--- src/rtl/handshake_constant_arbiter_pkg.sv ---
// Shared helpers for the handshake constant units: tag-width sizing and
// constant-table slicing.
package handshake_constant_arbiter_pkg;

  localparam int unsigned MaxDataWidth = 64;
  localparam int unsigned MaxTableBits = 4096;

  function automatic int unsigned clog2(input int unsigned n);
    int unsigned r;
    r = 0;
    for (int unsigned v = n - 1; v > 0; v = v >> 1) begin
      r++;
    end
    return r;
  endfunction

  // Entry idx of a packed table of width-bit constants; bits above width are zero.
  function automatic logic [MaxDataWidth-1:0] const_entry(input logic [MaxTableBits-1:0] tbl,
                                                          input int unsigned idx,
                                                          input int unsigned width);
    logic [MaxTableBits-1:0] shifted;
    logic [MaxDataWidth-1:0] mask;
    shifted = tbl >> (idx * width);
    mask = (width >= MaxDataWidth) ? '1 : ((MaxDataWidth'(1) << width) - MaxDataWidth'(1));
    return shifted[MaxDataWidth-1:0] & mask;
  endfunction

endpackage

--- src/rtl/handshake_constant_arbiter_rr_arbiter.sv ---
// Combinational round-robin arbiter: first set request at or after ptr, wrapping.
module rr_arbiter
  import handshake_constant_arbiter_pkg::*;
#(
  parameter int unsigned NUM_REQ = 4,
  localparam int unsigned TAG_WIDTH = clog2(NUM_REQ)
) (
  input  logic [NUM_REQ-1:0]   req,
  input  logic [TAG_WIDTH-1:0] ptr,
  input  logic                 enable,
  output logic [NUM_REQ-1:0]   grant,
  output logic [TAG_WIDTH-1:0] grant_idx
);

  logic                 found;
  logic [TAG_WIDTH-1:0] cand;

  always_comb begin
    grant     = '0;
    grant_idx = '0;
    found     = 1'b0;
    cand      = '0;
    for (int unsigned k = 0; k < NUM_REQ; k++) begin
      cand = TAG_WIDTH'((32'(ptr) + k) % NUM_REQ);
      if (enable && !found && req[cand]) begin
        found       = 1'b1;
        grant[cand] = 1'b1;
        grant_idx   = cand;
      end
    end
  end

endmodule

--- src/rtl/handshake_constant_arbiter.sv ---
// Round-robin sharing of one registered constant-output slot among NUM_REQ
// control requesters; each grant emits that requester's table constant and tag.
module handshake_constant_arbiter
  import handshake_constant_arbiter_pkg::*;
#(
  parameter int unsigned DATA_WIDTH = 32,
  parameter int unsigned NUM_REQ    = 4,
  parameter logic [NUM_REQ*DATA_WIDTH-1:0] CONST_TABLE = '0,
  localparam int unsigned TAG_WIDTH = clog2(NUM_REQ)
) (
  input  logic                  clk,
  input  logic                  rst,
  input  logic [NUM_REQ-1:0]    ins_valid,
  output logic [NUM_REQ-1:0]    ins_ready,
  output logic [DATA_WIDTH-1:0] outs,
  output logic [TAG_WIDTH-1:0]  outs_tag,
  output logic                  outs_valid,
  input  logic                  outs_ready
);

  logic [DATA_WIDTH-1:0] entry [NUM_REQ];

  for (genvar i = 0; i < NUM_REQ; i++) begin : g_entry
    logic [MaxDataWidth-1:0] full;
    assign full     = const_entry(MaxTableBits'(CONST_TABLE), i, DATA_WIDTH);
    assign entry[i] = full[DATA_WIDTH-1:0];
  end

  logic [DATA_WIDTH-1:0] outs_q, outs_d;
  logic [TAG_WIDTH-1:0]  tag_q, tag_d;
  logic                  valid_q, valid_d;
  logic [TAG_WIDTH-1:0]  ptr_q, ptr_d;

  logic                  slot_free;
  logic [NUM_REQ-1:0]    grant;
  logic [TAG_WIDTH-1:0]  grant_idx;
  logic                  any_grant;

  assign slot_free = !valid_q || outs_ready;

  rr_arbiter #(
    .NUM_REQ (NUM_REQ)
  ) u_rr_arbiter (
    .req       (ins_valid),
    .ptr       (ptr_q),
    .enable    (slot_free),
    .grant     (grant),
    .grant_idx (grant_idx)
  );

  assign any_grant = |grant;
  assign ins_ready = grant;

  always_comb begin
    outs_d  = outs_q;
    tag_d   = tag_q;
    valid_d = valid_q;
    ptr_d   = ptr_q;
    if (any_grant) begin
      // Drain and fill in the same cycle: a grant implies the slot is free.
      outs_d  = entry[grant_idx];
      tag_d   = grant_idx;
      valid_d = 1'b1;
      ptr_d   = (grant_idx == TAG_WIDTH'(NUM_REQ - 1)) ? '0 : grant_idx + TAG_WIDTH'(1);
    end else if (outs_ready) begin
      valid_d = 1'b0;
    end
  end

  always_ff @(posedge clk or posedge rst) begin
    if (rst) begin
      outs_q  <= '0;
      tag_q   <= '0;
      valid_q <= 1'b0;
      ptr_q   <= '0;
    end else begin
      outs_q  <= outs_d;
      tag_q   <= tag_d;
      valid_q <= valid_d;
      ptr_q   <= ptr_d;
    end
  end

  assign outs       = outs_q;
  assign outs_tag   = tag_q;
  assign outs_valid = valid_q;

endmodule

--- config.mk ---
export PLATFORM = sky130hd
export DESIGN_NAME = handshake_constant_arbiter
export DESIGN_NICKNAME = d
export VERILOG_FILES = /design/src/rtl/handshake_constant_arbiter_pkg.sv /design/src/rtl/handshake_constant_arbiter_rr_arbiter.sv /design/src/rtl/handshake_constant_arbiter.sv
export SDC_FILE = /design/constraint.sdc
export NUM_CORES = 1
export LEC_CHECK = 0
export ABC_AREA = 1
export BUFFER_PORTS_ARGS = -buffer_cell sky130_fd_sc_hd__buf_2
export CAP_MARGIN = 20
export CORE_MARGIN = 2
export CORE_UTILIZATION = 45
export CTS_CLUSTER_DIAMETER = 50
export CTS_CLUSTER_SIZE = 30
export DETAILED_ROUTE_END_ITERATION = 12
export GPL_TIMING_DRIVEN = 0
export HOLD_SLACK_MARGIN = 0.1
export PLACE_DENSITY = 0.78
export RECOVER_POWER = 100
export SYNTH_ARGS = -nofsm -noshare
export SYNTH_HDL_FRONTEND = slang
export SYNTH_SLANG_ARGS = --single-unit
--- constraint.sdc ---
create_clock -name clk -period 3.1 [get_ports clk]
set_clock_uncertainty 0.15 [all_clocks]
set_input_delay 0.155 -clock clk [delete_from_list [all_inputs] [get_ports clk]]
set_output_delay 0.155 -clock clk [all_outputs]
set_load 0.1 [all_outputs]
# After elaboration in Yosys (flattened, before gate mapping)
# Cells that the tools add are included.
# word_totals
ff_bits	37
input_bits	7
output_inout_bits	39
elab_cells	73
# classes
n_addsub	4
magnitude_cmp	9
eq_ne	1
muxes	33
bitwise_logic	4
reduce_logical	18
# op_table
cell	n
$bmux 32 s2	1
$mux 32	2
$mux 4	4
$mux 1	13
$lt 2x3->1 const B	4
$or 4x4->4	3
$logic_and 1x1->1	11
$mux 2	5
$bmux 1 s2	4
$demux 1 s2	4
$ge 2x1->1 const B	4
$add 2x1->2 const B	2
$add 2x2->2 const B	2
$logic_not 1->1	4
$reduce_or 4->1	1
$ge 3x3->1 const B	1
$not 2->3	1
$eq 2x2->1 const B	1
$reduce_bool 2->1	1
$logic_or 1x1->1	1

# Logic depth before layout (Yosys ltp)
# depth
word_depth	20
depth_mapped	17
ltp_nobuf	16

# Hierarchy
# From an unflattened synthesis, not the netlist that was laid out.
# unflattened
cells_unflattened	140
area_unflattened_um2	963.4
# modules_own_cells
module	n_inst	cells_each	area_each_um2	seq_area_each_um2
rr_arbiter	1	81	493.0	0.0
handshake_constant_arbiter	1	59	470.5	125.1

# Worst setup path before layout
# Ideal clock, no wire load.
# synth_timing
path_kind	flip-flop to flip-flop
startpoint	register valid_q, in the netlist outs_valid
endpoint	register tag_q[0], in the netlist outs_tag[0]
setup_time_ns	0.067
t_arrival_ns	2.630
required_time_ns	2.883
setup_slack_ns	0.254
stages_incl_launch_ff	14
path_buffers	1
period_less_slack_ns	2.846
path_cell_list	dfrtp_1 inv_1 nor2_1 inv_1 nand2_2 nor2_4 buf_6 nand3_1 nand3_2 nor2_2 nand2_4 inv_2 nand2_1 nand2_1
# synth_via
elab_chain_len	17
word_cells_on_any_way	27
cone_classes	mux (11); bitwise (3); reduce/logical (13)
# synth_lines
element	line	text
start: declaration	handshake_constant_arbiter.sv:31	logic valid_q, valid_d;
start signal: assignment	handshake_constant_arbiter.sv:79	valid_q <= valid_d;
$logic_not 1->1 (*)	handshake_constant_arbiter.sv:39	assign slot_free = !valid_q || outs_ready;
$logic_or 1x1->1 (*)	handshake_constant_arbiter.sv:39	
$logic_and 1x1->1	handshake_constant_arbiter_rr_arbiter.sv:25	if (enable && !found && req[cand]) begin
$mux 1	handshake_constant_arbiter_rr_arbiter.sv:25	
$logic_not 1->1	handshake_constant_arbiter_rr_arbiter.sv:25	
$logic_and 1x1->1 (2 in a row)	handshake_constant_arbiter_rr_arbiter.sv:25	
$mux 1	handshake_constant_arbiter_rr_arbiter.sv:25	
$logic_not 1->1	handshake_constant_arbiter_rr_arbiter.sv:25	
$logic_and 1x1->1 (2 in a row)	handshake_constant_arbiter_rr_arbiter.sv:25	
$mux 1	handshake_constant_arbiter_rr_arbiter.sv:25	
$logic_not 1->1	handshake_constant_arbiter_rr_arbiter.sv:25	
$logic_and 1x1->1 (2 in a row)	handshake_constant_arbiter_rr_arbiter.sv:25	
$mux 4 (*)	handshake_constant_arbiter_rr_arbiter.sv:25	
named net ins_ready[1]	handshake_constant_arbiter.sv:14	output logic [NUM_REQ-1:0] ins_ready,
$reduce_or 4->1 (*)	handshake_constant_arbiter.sv:51	assign any_grant = |grant;
end signal: assignment	handshake_constant_arbiter.sv:78	tag_q <= tag_d;
end: declaration	handshake_constant_arbiter.sv:30	logic [TAG_WIDTH-1:0] tag_q, tag_d;
# Mark *: on every way through the listed nets, which the timed path passes. The rest lies on a longest branch.
# A chain may end at the register's enable or synchronous reset.

==> out/qor.csv <==
stage,metric,value,unit
status,status,completed,
global_route,grtUsageTotal,14.2,%
floorplan,fp.coreArea,2150,sq um
floorplan,floorplan.rows,17,
timing,final_hold_fails,0,
floorplan,die_w,51.0,um
timing,final_period_minus_worst_setup_slack,2.95,ns
timing,final.setup.worst_slack,0.153,ns
critical_path,timing_worst_setup_path_type,flip-flop to output pin,
yosys,yosys-top-cells-area,"sky130_fd_sc_hd__buf_4 24%, sky130_fd_sc_hd__nand2_1 15%, sky130_fd_sc_hd__dfrtp_1 13%",
clocking,clk_pin_slew,0.04,ns
yosys,combinational_family_with_the_most_area_after_synthesis,simple AND/OR/NAND/NOR gates,
timing,setup_repair_after_global_routing_missed_its_margin,no,
yosys,portion_of_synthesized_cell_area_occupied_by_the_leading_cell_type,24.2,%
critical_path,crit_path_end_kind,output pin,
detailed_routing,dr.first_iter.drc_count,8,
placement,gp_congestion,0.792,
timing,timing.setup.tns,0,ns
timing,final_min_period_over_clock_period,95.1,%
yosys,yosys_warnings,0,
clocking,clock_tree_from_tritoncts,yes,
cells_and_area,final_layout_size_suffix_gt1_share,35.0,%
yosys,synth-xor-area-share,0,%
clocking,cts_num_sinks,5,
yosys,synth_compound_gate_area_share,0,%
detailed_routing,antenna_left,0,
yosys,syn_avg_cell_area,6.62,sq um
cells_and_area,layout.cells.most_common,sky130_fd_sc_hd__nand2_1,
cells_and_area,most-common-layout-cells,"39 x sky130_fd_sc_hd__nand2_1, 32 x sky130_fd_sc_hd__buf_4, 32 x sky130_fd_sc_hd__conb_1",
timing,final_max_slew_viol_count,0,
critical_path,worst_setup_path_start_kind,flip-flop,
global_route,grt_pass1_vias,735,
placement,placement.setup.worst_slack,0.353,ns
yosys,yosys.area_share.simple,45.6,%
critical_path,cp_data_arrival_time,2.64,ns
detailed_routing,routed_wl,1810,um
timing,slew-limit-headroom,22.8,%
job,maxCapViolCount,0,
cells_and_area,register_area,125,sq um
critical_path,critPathRequiredTime,2.79,ns
placement,post-dp-hpwl,1490,um
global_route,grt_overflow,0,
yosys,synth.ff_latch_count,5,
floorplan,die-height,51.0,um
critical_path,critical_path_peak_fanout,11,
detailed_routing,detail_route.first_pass.iterations,4,
yosys,synth.largest_area_cell,sky130_fd_sc_hd__buf_4,
hold_path,holdCritPathClass,input pin to async pin,
floorplan,overall_die_area,2600,sq um
yosys,ys_types,17,
timing,worst_slew_pin_slew,1.16,ns
detailed_routing,drt_drc_violations_left,0,
timing,finalSetupViolations,0,
cells_and_area,layout.nets,216,
floorplan,number_of_top_level_pins,46,
cells_and_area,area.growth.synth_to_final,26.3,%
yosys,share_of_synthesized_area_spent_on_multiplexers,0,%
floorplan,floorplan.initialDensity,46.2,%
cells_and_area,nFillCells,213,
yosys,synth-adder-area-share,10.1,%
yosys,synthCells,150,
cells_and_area,n_antenna_cell,0,
global_route,wire_length_of_the_first_global_routing_pass,2900,um
clocking,worstSkewPairLatency,0.25,ns
cells_and_area,multiInputGateArea,668,sq um
yosys,synth_area,993,sq um
global_route,grt_max_degree,12,
placement,number_of_port_buffers,13,
detailed_routing,detailroute.via_count,915,
clocking,clockBufferDepth,2,
clocking,root_buffer,sky130_fd_sc_hd__clkbuf_4,
global_route,antenna_violations_before_repair,0,
timing,fmaxAchievable,0.339,GHz
detailed_routing,detail_route.vias_per_cell,4.01,
yosys,ys_seq_area_share,12.6,%
clocking,htree_levels,1,
clocking,clock_buffers_created_by_tritoncts,3,
detailed_routing,routed_wire_length_per_instance,7.93,um
==> what timing repair did <==
item | 4_1_cts | 5_1_grt
setup buffers | 0 | 0
endpoints found under the hold margin | 6 | 0
gates resized for setup | 0 | 3
hold buffers | 2 | 0
setup endpoints to repair | 0 | 3
==> layer usage <==
metal  global-route usage, %  wire [um]
met1                    16.5        777
met2                    26.4        904
met3                    1.75        102
met4                    4.95         25
met5                       0          0
==> critical path, stage by stage (launching register included) <==
cell	delay (ns)
sky130_fd_sc_hd__dfrtp_1	0.57
sky130_fd_sc_hd__inv_2	0.19
sky130_fd_sc_hd__ha_1	0.38
sky130_fd_sc_hd__inv_1	0.12
sky130_fd_sc_hd__nand3_2	0.15
sky130_fd_sc_hd__nand2_1	0.09
sky130_fd_sc_hd__inv_1	0.06
sky130_fd_sc_hd__nor2_4	0.12
sky130_fd_sc_hd__buf_6	0.15
sky130_fd_sc_hd__nand3_1	0.08
sky130_fd_sc_hd__nand3_1	0.13
sky130_fd_sc_hd__clkbuf_4	0.34
==> synthesized netlist by cell type, drive strengths merged <==
library cell  number
buf               33
clkinv             1
conb               1
dfrtp              5
ha                 8
inv               15
nand2             49
nand3             23
nand4              4
nor2              11
==> metrics by stage <==
| step | cell area, sq um | utilization [%] | cells | hold WS (ns) |
|---|---|---|---|---|
| 3_5_place_dp | 1210 | 56.3 | 222 | -0.0974 |
| 5_1_grt | 1250 | 58.4 | 228 | 0.252 |
| 4_1_cts | 1260 | 58.5 | 228 | 0.191 |
| 2_1_floorplan | 1110 | - | 181 | -0.216 |
| 3_3_place_gp | 1210 | 56.3 | 222 | -0.0942 |
| 6_report | 1250 | 58.4 | 228 | 0.221 |
==> cell type report <==
cell class / instances / share of cell area (%)
plain buffers: 33 / 20.0
clock buffers: 4 / 2.09
inverters: 16 / 4.79
multi-input cells: 127 / 53.2
flip-flops and latches: 5 / 9.97
well taps: 28 / 2.79
repair buffers: 15 / 7.08
==> logic make-up (layout without fill, tap and decap cells) <==
family,count (synthesis),in the layout
adder cells (fa/ha/maj),8,8
flip-flops,5,5
other,1,32
buffers and inverters,49,68
AND/OR/NAND/NOR,87,87
==> worst paths after layout <==
check | start | cells past startpoint | end | slack, ns
worst max-delay path | flip-flop | 11 | ins_ready[1] | 0.15
worst min register to register | outs_tag[1] | 2 | outs_tag[1] | 0.32
worst min-delay path | rst | 3 | outs_tag[1] | 0.22
min in group clk | outs_tag[1] | 2 | outs_tag[1] | 0.32
worst max register to register | flip-flop | 15 | ptr_q[1] | 0.47
max in group asynchronous | rst | 3 | async pin | 2.41
Power is not shown: default switching activity piles up to over one toggle a cycle in this logic, so the estimate is an artifact.
